`config.mk`:
```
export PLATFORM = sky130hd
export DESIGN_NAME = mux_arb_nto1
export DESIGN_NICKNAME = d
export VERILOG_FILES = /design/src/rtl/mux_arb_nto1.sv
export SDC_FILE = /design/constraint.sdc
export NUM_CORES = 1
export LEC_CHECK = 0
export ABC_AREA = 1
export BUFFER_PORTS_ARGS = -buffer_cell sky130_fd_sc_hd__buf_2
export CAP_MARGIN = 20
export CORE_ASPECT_RATIO = 1.25
export CORE_MARGIN = 5
export CORE_UTILIZATION = 45
export CTS_BUF_LIST = sky130_fd_sc_hd__clkbuf_2 sky130_fd_sc_hd__clkbuf_4 sky130_fd_sc_hd__clkbuf_8
export DETAILED_ROUTE_END_ITERATION = 10
export PLACE_DENSITY_LB_ADDON = 0.1
export SLEW_MARGIN = 20
export SYNTH_ARGS = -nofsm -noshare
export SYNTH_HDL_FRONTEND = slang
export SYNTH_SLANG_ARGS = --single-unit
```
`constraint.sdc`:
```
create_clock -name clk -period 2.8 [get_ports clk]
set_input_delay 0 -clock clk [delete_from_list [all_inputs] [get_ports clk]]
set_output_delay 0 -clock clk [all_outputs]
set_load 0.1 [all_outputs]
```
`src/rtl/mux_arb_nto1.sv`:
```
// N-channel arbitrated multiplexer with valid/ready on every input and on the
// registered output. Round-robin (RR=1) or fixed lowest-index priority (RR=0).
// One beat is buffered in the output register, giving 1-cycle latency and
// full throughput when the consumer drains while a new beat fills.
module mux_arb_nto1 #(
  parameter int WIDTH = 16,
  parameter int N     = 4,
  parameter int RR    = 1
) (
  input  logic                   clk,
  input  logic                   rst,
  input  logic [N*WIDTH-1:0]     in_data,
  input  logic [N-1:0]           in_valid,
  output logic [N-1:0]           in_ready,
  output logic [WIDTH-1:0]       out_data,
  output logic                   out_valid,
  input  logic                   out_ready,
  output logic [$clog2(N)-1:0]   out_sel
);

  localparam int SELW = $clog2(N);
  localparam logic [SELW:0] NUM = (SELW+1)'(N);
  localparam logic [SELW:0] ONE = (SELW+1)'(1);

  logic [SELW-1:0]  ptr_q, ptr_d;
  logic             out_valid_q, out_valid_d;
  logic [WIDTH-1:0] out_data_q, out_data_d;
  logic [SELW-1:0]  out_sel_q, out_sel_d;

  logic [SELW-1:0]  win;
  logic             found;
  logic             accept_en;
  logic             grant;
  logic [WIDTH-1:0] sel_data;

  // (base + off) mod N; keeps indices below N even when N is not a power of 2
  function automatic logic [SELW-1:0] mod_add(input logic [SELW-1:0] base,
                                              input logic [SELW:0]   off);
    logic [SELW:0] s;
    s = {1'b0, base} + off;
    if (s >= NUM) s = s - NUM;
    return s[SELW-1:0];
  endfunction

  // Scan channels starting at ptr (ptr stays 0 in fixed-priority mode)
  always_comb begin
    found = 1'b0;
    win   = '0;
    for (int k = 0; k < N; k++) begin
      if (!found && in_valid[mod_add(ptr_q, (SELW+1)'(k))]) begin
        found = 1'b1;
        win   = mod_add(ptr_q, (SELW+1)'(k));
      end
    end
  end

  // Select the winning channel's data
  always_comb begin
    sel_data = '0;
    for (int i = 0; i < N; i++) begin
      if (win == SELW'(i)) sel_data = in_data[i*WIDTH +: WIDTH];
    end
  end

  assign accept_en = !out_valid_q | out_ready;
  assign grant     = found & accept_en & !rst;

  // One-hot ready to the winner only, and only when the output can take a beat
  always_comb begin
    in_ready = '0;
    for (int i = 0; i < N; i++) begin
      in_ready[i] = grant && (win == SELW'(i));
    end
  end

  // Next-state: fill on grant (replacing any beat being drained), else drain
  always_comb begin
    out_valid_d = out_valid_q;
    out_data_d  = out_data_q;
    out_sel_d   = out_sel_q;
    ptr_d       = ptr_q;
    if (grant) begin
      out_valid_d = 1'b1;
      out_data_d  = sel_data;
      out_sel_d   = win;
      if (RR != 0) ptr_d = mod_add(win, ONE);
    end else if (out_ready) begin
      out_valid_d = 1'b0;
    end
  end

  // Output register and round-robin pointer
  always_ff @(posedge clk) begin
    if (rst) begin
      out_valid_q <= 1'b0;
      out_data_q  <= '0;
      out_sel_q   <= '0;
      ptr_q       <= '0;
    end else begin
      out_valid_q <= out_valid_d;
      out_data_q  <= out_data_d;
      out_sel_q   <= out_sel_d;
      ptr_q       <= ptr_d;
    end
  end

  assign out_valid = out_valid_q;
  assign out_data  = out_data_q;
  assign out_sel   = out_sel_q;

endmodule
```
## Word level (Yosys, flattened, before mapping)

Cells that the tools add are included.

| word-level totals | value |
|---|---|
| register bits after elaboration | 21 |
| logic and storage cells | 69 |
| output and inout bits | 23 |
| bits of input ports | 71 |

| operators by class | value |
|---|---|
| eq/ne operators | 3 |
| reduce and logical (&&, ||, !) cells | 14 |
| bitwise gates (word level) | 3 |
| $add $sub $neg | 9 |
| muxes and demuxes | 27 |
| magnitude comparators | 9 |

Operator list:

| operator | count |
|---|---|
| $mux 16 | 4 |
| $mux 2 | 9 |
| $ge 3x3->1 const B | 4 |
| $lt 2x3->1 const B | 4 |
| $mux 1 | 10 |
| $sub 2x1->2 const B | 5 |
| $bmux 1 s2 | 4 |
| $logic_and 1x1->1 | 7 |
| $add 2x1->3 const B | 2 |
| $add 2x2->3 const B | 2 |
| $logic_not 1->1 | 5 |
| $eq 2x2->1 const B | 2 |
| $ge 2x3->1 const B | 1 |
| $and 1x1->1 | 2 |
| $eq 2x1->1 const B | 1 |
| $logic_not 2->1 | 1 |
| $reduce_bool 2->1 | 1 |
| $or 1x1->1 | 1 |

## Longest topological paths before layout

Gate-level depths: netlist of the first run.

| depth | value |
|---|---|
| word-level depth | 19 |
| depth in mapped cells | 21 |
| depth with buffers taken out | 20 |

## Worst setup path after synthesis of the first run

No wires, ideal clock.

| timing | value |
|---|---|
| kind | flip-flop to output port |
| start | reg ptr_q[0] |
| end | out in_ready[1] |
| arrival time | 3,170 ps |
| path buffers | 3 |
| required time | 2,800 ps |
| cell stages (with the launch flop) | 15 |
| setup slack | -370 ps |
| cells stage by stage | dfxtp_1 buf_6 nand2_2 nand3_1 nand2_2 nor2_4 nand3_1 nand2_1 nand2_1 inv_1 ha_1 clkbuf_1 clkbuf_1 inv_1 nor2_1 |

| between the ends | value |
|---|---|
| elaborated cells on any way between the ends | 41 |
| those cells by class | add/sub (7); order compare (4); eq/ne (1); mux (20); bitwise (2); reduce/logical (7) |

RTL lines:

| what | RTL line | text |
|---|---|---|
| start: declaration | 25 | `logic [SELW-1:0] ptr_q, ptr_d;` |
| start signal: assignment | 103 | `ptr_q <= ptr_d;` |
| branches (longest 13 deep; another with $add 2x1->3) | -- |  |
| $mux 2 (*) | 50 | `if (!found && in_valid[mod_add(ptr_q, (SELW+1)'(k))]) begin` |
| via win[0] | 30 | `logic [SELW-1:0] win;` |
| $eq 2x1->1 (*) | 72 | `in_ready[i] = grant && (win == SELW'(i));` |
| $logic_and 1x1->1 (*) | 72 |  |
| end: declaration | 14 | `output logic [N-1:0] in_ready,` |

Mark *: on every way through the listed nets, which the timed path passes. The select of a mux whose other input is x is not followed.

## Final worst setup path of the first run

| timing | value |
|---|---|
| start | reg ptr_q[0] |
| end | reg out_data_q[5], in the netlist out_data[5] |

| between the ends | value |
|---|---|
| word-level cells in the longest chain between the ends | 19 |
| elaborated cells on any way between the ends | 47 |
| those cells by class | add/sub (7); order compare (4); eq/ne (3); mux (24); bitwise (2); reduce/logical (7) |

RTL lines:

| what | RTL line | text |
|---|---|---|
| branches (longest 13 deep; another with $add 2x1->3) | -- |  |
| $mux 2 (*) | 50 |  |
| via win[1] | 30 |  |
| $logic_not 2->1 | 61 | `if (win == SELW'(i)) sel_data = in_data[i*WIDTH +: WIDTH];` |
| $mux 16 (3 in a row) | 61 |  |
| $mux 16 (*) | 61 |  |
| end signal: assignment | 101 | `out_data_q <= out_data_d;` |
| end: declaration | 27 | `logic [WIDTH-1:0] out_data_q, out_data_d;` |

Marks and branches as above.
A chain may end at the register's enable or synchronous reset.

==> results of run 1 <==
==> worst min-delay path: cells and delay by family <==
family	cells	cell delay, ns
compound gates	1	0.08
buf+inv	1	0.07
simple gates	1	0.06
==> kinds of logic after synthesis <==
group | after synthesis | synth area share
AO/OA/AOI/OAI | 53 | 0.200
adder cells (fa/ha/maj) | 4 | 0.0322
buffers and inverters | 35 | 0.104
flip-flops | 21 | 0.270
AND/OR/NAND/NOR | 146 | 0.393
==> cell type report <==
class	instances	share of cell area
Multi-Input combinational cell	203	0.439
Timing Repair Buffer	111	0.292
Sequential cell	21	0.187
Inverter	20	0.0350
Clock buffer	4	0.0217
Tap cell	39	0.0217
Timing Repair inverter	1	0.00333
==> synth_stat cells <==
| library cell | number |
|---|---|
| o21ai_0 | 17 |
| clkbuf_1 | 9 |
| clkinv_1 | 1 |
| nor2_4 | 1 |
| nand3_1 | 24 |
| buf_6 | 3 |
| o21ai_2 | 1 |
| a21oi_1 | 18 |
| nand2_1 | 103 |
| inv_1 | 15 |
| buf_2 | 1 |
| dfxtp_1 | 21 |
| o211ai_1 | 16 |
| nand4_1 | 1 |
| nand2_4 | 1 |
| nor2_1 | 11 |
| inv_2 | 4 |
| buf_4 | 2 |
| nand2_2 | 4 |
| nand3_2 | 1 |
| o21a_1 | 1 |
| ha_1 | 4 |
==> per-stage QoR <==
| step | TNS (ns) | utilization |
|---|---|---|
| 6_report | 0 | 0.658 |
| 4_1_cts | 0 | 0.653 |
| 3_3_place_gp | 0 | 0.606 |
| 2_1_floorplan | 0 | - |
| 5_1_grt | 0 | 0.658 |
| 3_5_place_dp | -1.32 | 0.606 |
==> cells in the final DEF, fill, tap and decap left out, drive strengths merged <==
| cell | instances |
|---|---|
| o21ai | 18 |
| nor2 | 12 |
| inv | 18 |
| nand4 | 1 |
| dlygate4sd3 | 11 |
| nand3 | 25 |
| clkinv | 1 |
| a21oi | 18 |
| clkbuf | 4 |
| nand2 | 108 |
| clkinvlp | 2 |
| dfxtp | 21 |
| ha | 4 |
| o21a | 1 |
| o211ai | 16 |
| buf | 100 |
==> worst max-delay path by stage <==
| stage | startpoint | end | slack, ns |
|---|---|---|---|
| 6_report | ptr_q[0] | out_data[5] | 0.26 |
| 3_5_place_dp | ptr_q[0] | out_data[6] | -0.14 |
| 3_3_place_gp | ptr_q[0] | out_data[6] | 0.02 |
| 5_1_grt | ptr_q[0] | out_data[1] | 0.001 |
| 2_1_floorplan | ptr_q[0] | in_ready[1] | 0.07 |
| 4_1_cts | ptr_q[0] | out_data[6] | 0.12 |
==> metal layers <==
metal	GRT usage	vias up	wire, um
met5	0	-	0
met3	0.0413	8	306
li1	-	1047	-
met1	0.211	874	1890
met2	0.471	65	2950
met4	0.0566	0	99
==> state kept, by name, indices dropped and copies added, names as in the netlist <==
signal and count:
out_data 16, out_sel 2, ptr_q 2, out_valid 1
==> what timing repair did <==
item / CTS / global route
gates resized for setup: 1 / 6
endpoints found under the setup margin: 16 / 17
buffers inserted: 0 / 0
hold endpoints to repair: 11 / 0
hold buffers: 11 / 0
gates cloned: 0 / 1
==> run metrics, run 1 <==
outcome=complete, but fails checks; failing checks=hold timing; n_diodes=0; clk sinks=21; initial core utilization=0.455; multi-input logic area=988 um2; placed cells=383; fill count=roughly 340; synthesized cell area=about 1600 um2; Placer Congestion=between 0.7 and 0.8; dpl ws=-0.137 ns; YS warnings=0; leading area contributor after synthesis=dfxtp_1; max_slew headroom=0.653; drt wl/cell=between 10 and 15 um; drt total wl=roughly 5.2 mm; DR iter-0 viols=117; reg2reg start=ptr_q[0]; reg2reg path depth=18; hold path start=in_data[59]; Reg clk slew, reported paths=roughly 0.08 ns; crit-path max FO=11; htree depth=1; Seq. cell area=422 um2; Worst Setup Slack, final=about 0.26 ns; Layout Cells excl Fill=399; CP Cell Sequence=inv_2 > nand2_1 > nand2_2 > nand2_1 > nand2_1 > nor2_1 > nand2_1 > nand2_1 > nor2_1 > nand2_1 > buf_4 > ha_1 > buf_4 > clkinvlp_4 > o21ai_0 > nand2_1 > o211ai_1 > nand2_1; Levels on crit path=18; vias in the first global route=1997; Max Buffers Root-to-Sink=2; via count=roughly 2000; Yosys cell types=22; Worst Path Arrival=2.69 ns; worst hold path cell count=3; CTS tree=built; Post-Syn Nets=334; layout cells sized above 1=0.342; #FFs+latches synth=21; clock root buffer=clkbuf_8; grt ovf=0; Clock Latency Late Sink=around 0.26 ns; Final Instance Area=~2300 um2; critical path's most frequent cell=nand2_1; Mean Syn Cell Area=approximately 6.0 um2; worst hold slack=-0.00494 ns; Top Ports=94; Vias/cell=about 5.0; die span in y=approximately 76 um; post-route ant nets=0; die width=between 60 and 70 um; Cells after Synth=~260; top-area cell type share of the netlist area=0.270; slowest CP cell=dfxtp_1; CTS Buf Count=3; hold endpoint=out_data[11]; clk_skew=0.00387 ns; Crit path required time=2.95 ns; Core ar.=between 3000 and 4000 um2; worst slew pin tran=between 0.5 and 0.6 ns; Layout area overhead=44.7%; first-pass GRT wire length=8.47 mm; final setup fails=0; Residual DRC=0; critical path class=flop to flop; DP Wirelength=4.06 mm; GRT Resource Usage Total=0.219; period utilization=0.907; largest net degree at the start of global routing=34; DRT Pass-1 Iters=4; Final Max Tran Viols=0; dpl cell area=just over 2000 um2; Hold Vio Cnt, Final=1; Port Buffers=93; Die ar.=approximately 4700 um2; top post-synthesis cells by area=dfxtp_1 27%, nand2_1 25%, nand3_1 7.7%; initial antenna violation count=0; max cap viols=0; Worst Setup End Kind=flop; final-stage net count=about 440; Fmax=394 MHz; post-synthesis sequential area ratio=0.270; flop-to-flop setup slack=about 0.26 ns; Tmin final=between 2 and 3 ns; FF-to-FF End=out_data[5]; row cnt=24; buffers and inverters on the worst path=4; CP top delay family=simple AND/OR/NAND/NOR gates; CP startpoint kind=flop; CP peak stage delay=between 0.4 and 0.5 ns; Hold Path Class=primary input to flop; RSZ-0062 raised after global routing=no
Power of run 1 is not shown: default switching activity piles up to over one toggle a cycle in this logic, so the estimate is an artifact.
==> run 2: changes to the inputs <==
- CORE_UTILIZATION: 45 -> 40
- clock period: 2.8 -> 2.2 ns (I/O delays scaled with it)
==> run 2 against run 1 <==
Effect of this change:
- the run ends with setup timing left
- die area increased by 11%
- routed wire length up 25%
- via count grew 14%
- critical path depth shrank 3
- global-route usage up 1.8 points
- cell count is 13% higher
- worst hold slack better by 0.015 ns
- critical path type unchanged
- highest routed layer unchanged
==> run metrics, run 2 (synthesis results as in run 1) <==
dpl ws=-0.180 ns; worst slew pin tran=0.526 ns; Tmin final=roughly 2.4 ns; DRT Pass-1 Iters=4; clk_skew=around 0.0056 ns; max cap viols=0; row cnt=25; period utilization=1.10; Hold Path Class=primary input to flop; Core ar.=about 3800 um2; Placer Congestion=slightly below 0.8; failing checks=setup timing; Residual DRC=0; via count=around 2300; Crit path required time=roughly 2.4 ns; DP Wirelength=4.13 mm; initial antenna violation count=1; die width=~66 um; Die ar.=5250 um2; vias in the first global route=roughly 2300; post-route ant nets=0; Seq. cell area=between 400 and 500 um2; largest net degree at the start of global routing=21; htree depth=1; dpl cell area=2300 um2; initial core utilization=0.411; final-stage net count=between 400 and 500; crit-path max FO=8; drt total wl=between 6 and 7 mm; reg2reg start=ptr_q[0]; outcome=complete, but fails checks; Reg clk slew, reported paths=around 0.080 ns; DR iter-0 viols=82; clock root buffer=clkbuf_8; CTS Buf Count=3; max FFs per register=16; grt ovf=0; Worst Path Arrival=roughly 2.6 ns; final setup fails=20; hold path start=in_data[60]; Worst Setup End Kind=flop; reg2reg path depth=15; flop-to-flop setup slack=-0.23 ns; critical path class=flop to flop; RSZ-0062 raised after global routing=yes; Worst Setup Slack, final=-0.228 ns; Final Max Tran Viols=0; multi-input logic area=1310 um2; clk sinks=21; hold endpoint=out_data[12]; Max Buffers Root-to-Sink=2; first-pass GRT wire length=~10 mm; most frequent cells in the layout=89 x buf_2, 70 x nand2_1, 28 x nand2_2, 24 x buf_4, 21 x nand3_1; layout cells sized above 1=0.570; max_slew headroom=0.647; FF-to-FF End=out_data[13]; fin util=0.815; Vias/cell=slightly above 5; CP startpoint kind=flop; Final Instance Area=3090 um2; fill count=259; drt wl/cell=between 10 and 15 um; Fmax=just over 400 MHz; GRT Resource Usage Total=0.237; leading cell type in the layout, fill and taps excluded=buf_2; Clock Latency Late Sink=between 0.2 and 0.3 ns; CTS tree=built; Port Buffers=93; Hold Vio Cnt, Final=0; worst hold slack=between 0.01 and 0.015 ns; worst hold path cell count=3; Layout area overhead=98.2%; die span in y=roughly 80 um; Top Ports=94
run 2: cell types whose count changed in the layout (fill, tap and decap cells not counted), sizes merged:
cell         delta
dlygate4sd3     +4
buf            +28
clkbuf          +2
bufbuf          +1
clkinv          +1
clkinvlp        -1
diode           +1
run 2: area by class of cell:
class,count,area share
clock buffers,3,0.0134
well taps,54,0.0219
inverters,20,0.0320
clock inverters,1,0.00162
diodes,1,0.000811
repair buffers,147,0.367
multi-input cells,203,0.425
flip-flops and latches,21,0.139
run 2: how the worst max path moves through the flow:
stage,from,end,slack [ns]
after floorplan,ptr_q[0],in_ready[3],-0.17
after global placement,ptr_q[0],out_data[4],-0.15
after detailed placement,ptr_q[0],out_data[4],-0.18
after CTS,ptr_q[0],in_ready[2],-0.04
after global routing,ptr_q[0],out_data[13],-0.36
final,ptr_q[0],out_data[13],-0.23
run 2: critical path, stage by stage, from the launching register on:
cell and delay (ns):
dfxtp_4 0.40, inv_6 0.10, nand2_1 0.09, nand3_2 0.09
nand2_2 0.11, nor2_4 0.16, nand4_1 0.14, nand2_2 0.18
buf_6 0.12, ha_4 0.15, clkinvlp_4 0.17, buf_6 0.19
o21ai_2 0.15, nand2_1 0.08, o211ai_1 0.13, nand2_1 0.07
run 2: timing repair:
item	CTS	global route
resized for setup	81	42
setup buffers	9	5
gates cloned	2	2
pin swaps	21	28
setup endpoints to repair	20	20
endpoints found under the hold margin	14	1
hold buffers	14	1
run 2: metrics by stage:
| step | std cells | setup TNS (ns) |
|---|---|---|
| 6_report | 450 | -3.18 |
| 5_1_grt | 450 | -6.12 |
| 4_1_cts | 441 | -0.146 |
| 3_5_place_dp | 412 | -2.46 |
| 3_3_place_gp | 412 | -1.64 |
| 2_1_floorplan | 259 | -0.170 |
run 2: layer usage:
metal  share of wire  GRT usage  wire, um
met1            0.34      0.236      2240
met2            0.55      0.459      3630
met3           0.063     0.0479       413
met4           0.043     0.0996       282
met5               0          0         0
Power of run 2 is left out for the same reason.
==> run 3: changes to the inputs <==
- CORE_ASPECT_RATIO: 1.25 -> 1.1
==> run 3 against run 2 <==
Effect of this change:
- the flow still finishes with violations (setup timing)
- global-route usage down 2.9 points
- non-clock buffer count down 6
- worst setup slack better by 0.10 ns
- critical path depth up 4
- cell count down 2.4%
- clock skew down 0.0038 ns
- die area down 0.13%
- final area down 6.7%
==> run metrics, run 3 (synthesis results as in run 1) <==
outcome=complete, but fails checks; failing checks=setup timing; Layout area overhead=85.0%; worst slew pin tran=roughly 0.58 ns; via count=~2200; Crit path required time=roughly 2.4 ns; Layout Cells excl Fill=approximately 440; most frequent cells in the layout=90 x nand2_1, 89 x buf_2, 22 x nand3_1, 19 x dfxtp_1, 18 x buf_4; die span in y=roughly 75 um; drt total wl=between 6 and 7 mm; vias in the first global route=approximately 2000; clock root buffer=clkbuf_8; initial core utilization=0.419; n_diodes=0; drt wl/cell=about 14 um; Reg clk slew, reported paths=around 0.080 ns; Hold Path Class=primary input to flop; post-route ant nets=0; Top Ports=94; Residual DRC=0; worst hold slack=~0.064 ns; CP startpoint kind=flop; Worst Setup End Kind=flop; Metal-1 WL=about 2.3 mm; max cap viols=0; final setup fails=18; die width=roughly 69 um; met2 wire len=approximately 3.1 mm; Port Buffers=93; initial antenna violation count=0; final-stage net count=~470; grt ovf=0; Max Buffers Root-to-Sink=2; Fmax=between 400 and 500 MHz; Final Max Tran Viols=0; critical path class=flop to flop; Worst Setup Slack, final=-0.124 ns; CTS tree=built; Detail Route met3 WL=roughly 450 um; first-pass GRT wire length=just under 9 mm; row cnt=23; Clock Latency Late Sink=0.26 ns; largest net degree at the start of global routing=21; Vias/cell=around 5; Worst Path Arrival=2.48 ns; Die ar.=~5200 um2; DRT Pass-1 Iters=4; clk_skew=approximately 0.0018 ns; Top Metal Used=met4; crit-path max FO=6; DP Wirelength=around 4 mm; RSZ-0062 raised after global routing=yes; Tmin final=between 2 and 2.5 ns; max_slew headroom=0.614; GRT Resource Usage Total=0.208; CTS Buf Count=3; period utilization=1.06; Placer Congestion=a little under 0.8; htree depth=1; DR iter-0 viols=just under 80; leading cell type in the layout, fill and taps excluded=nand2_1; placed cells=~410; Hold Vio Cnt, Final=0; layout cells sized above 1=0.491; clk sinks=21; max FFs per register=16; Core ar.=~3700 um2
==> run 3: cell types whose count changed in the layout (fill, tap and decap cells not counted), sizes merged <==
cell / previous run / this run
clkinvlp: 1 / 0
clkbuf: 6 / 7
inv: 18 / 19
clkinv: 2 / 1
diode: 1 / 0
buf: 128 / 120
dlygate4sd3: 15 / 17
==> run 3: per-layer routing <==
| layer | global-route usage | up-vias |
|---|---|---|
| met1 | 0.218 | 976 |
| li1 | - | 1109 |
| met2 | 0.400 | 94 |
| met5 | 0 | - |
| met3 | 0.0567 | 12 |
| met4 | 0.0803 | 0 |
==> run 3: what timing repair did <==
item	4_1_cts	5_1_grt
buffers inserted	5	2
pin swaps	11	44
hold buffers	17	0
hold endpoints to repair	17	0
cloned	1	3
gates resized for setup	34	47
setup endpoints to repair	20	20
==> run 3: final cells by class <==
| type | instances | area [um2] |
|---|---|---|
| Clock buffer | 4 | 48.8 |
| Fill cell | 278 | 832 |
| Inverter | 20 | 90.1 |
| Multi-Input combinational cell | 203 | 1170 |
| Sequential cell | 21 | 428 |
| Tap cell | 50 | 62.6 |
| Timing Repair Buffer | 141 | 1080 |
==> run 3: worst paths after layout <==
path | start | to | slack [ns] | depth (start not counted)
worst min register to register | out_data[3] | out_data[3] | 0.47 | 2
worst max register to register | ptr_q[1] | out_data[13] | -0.12 | 19
worst min-delay path | in_data[41] | out_data[9] | 0.06 | 5
worst max-delay path | ptr_q[1] | out_data[13] | -0.12 | 19
==> run 3: metrics by stage <==
| stage | utilization | area [um2] | worst slack [ns] | TNS, ns |
|---|---|---|---|---|
| after floorplan | - | 1600 | -0.170 | -0.170 |
| final | 0.776 | 2880 | -0.124 | -0.816 |
| after detailed placement | 0.616 | 2290 | -0.134 | -1.16 |
| after global placement | 0.616 | 2290 | -0.0971 | -0.549 |
| after global routing | 0.776 | 2880 | -0.265 | -3.67 |
| after CTS | 0.721 | 2680 | -0.0164 | -0.0312 |
==> run 3: critical path: stages (launching register included) <==
cell and delay [ns]:
dfxtp_4 0.38, inv_4 0.08, nand2_1 0.07, nand2_2 0.12, nand2_2 0.07, nand2_2 0.09, nor2_2 0.05, nand2_1 0.09
nand2_2 0.07, nor2_2 0.10, nand2_2 0.10, buf_6 0.14, ha_4 0.18, buf_8 0.14, a21oi_1 0.11, nand2_1 0.06
o21ai_1 0.08, nand2_1 0.09, o211ai_1 0.11, nand2_1 0.09
Power of run 3 is left out for the same reason.
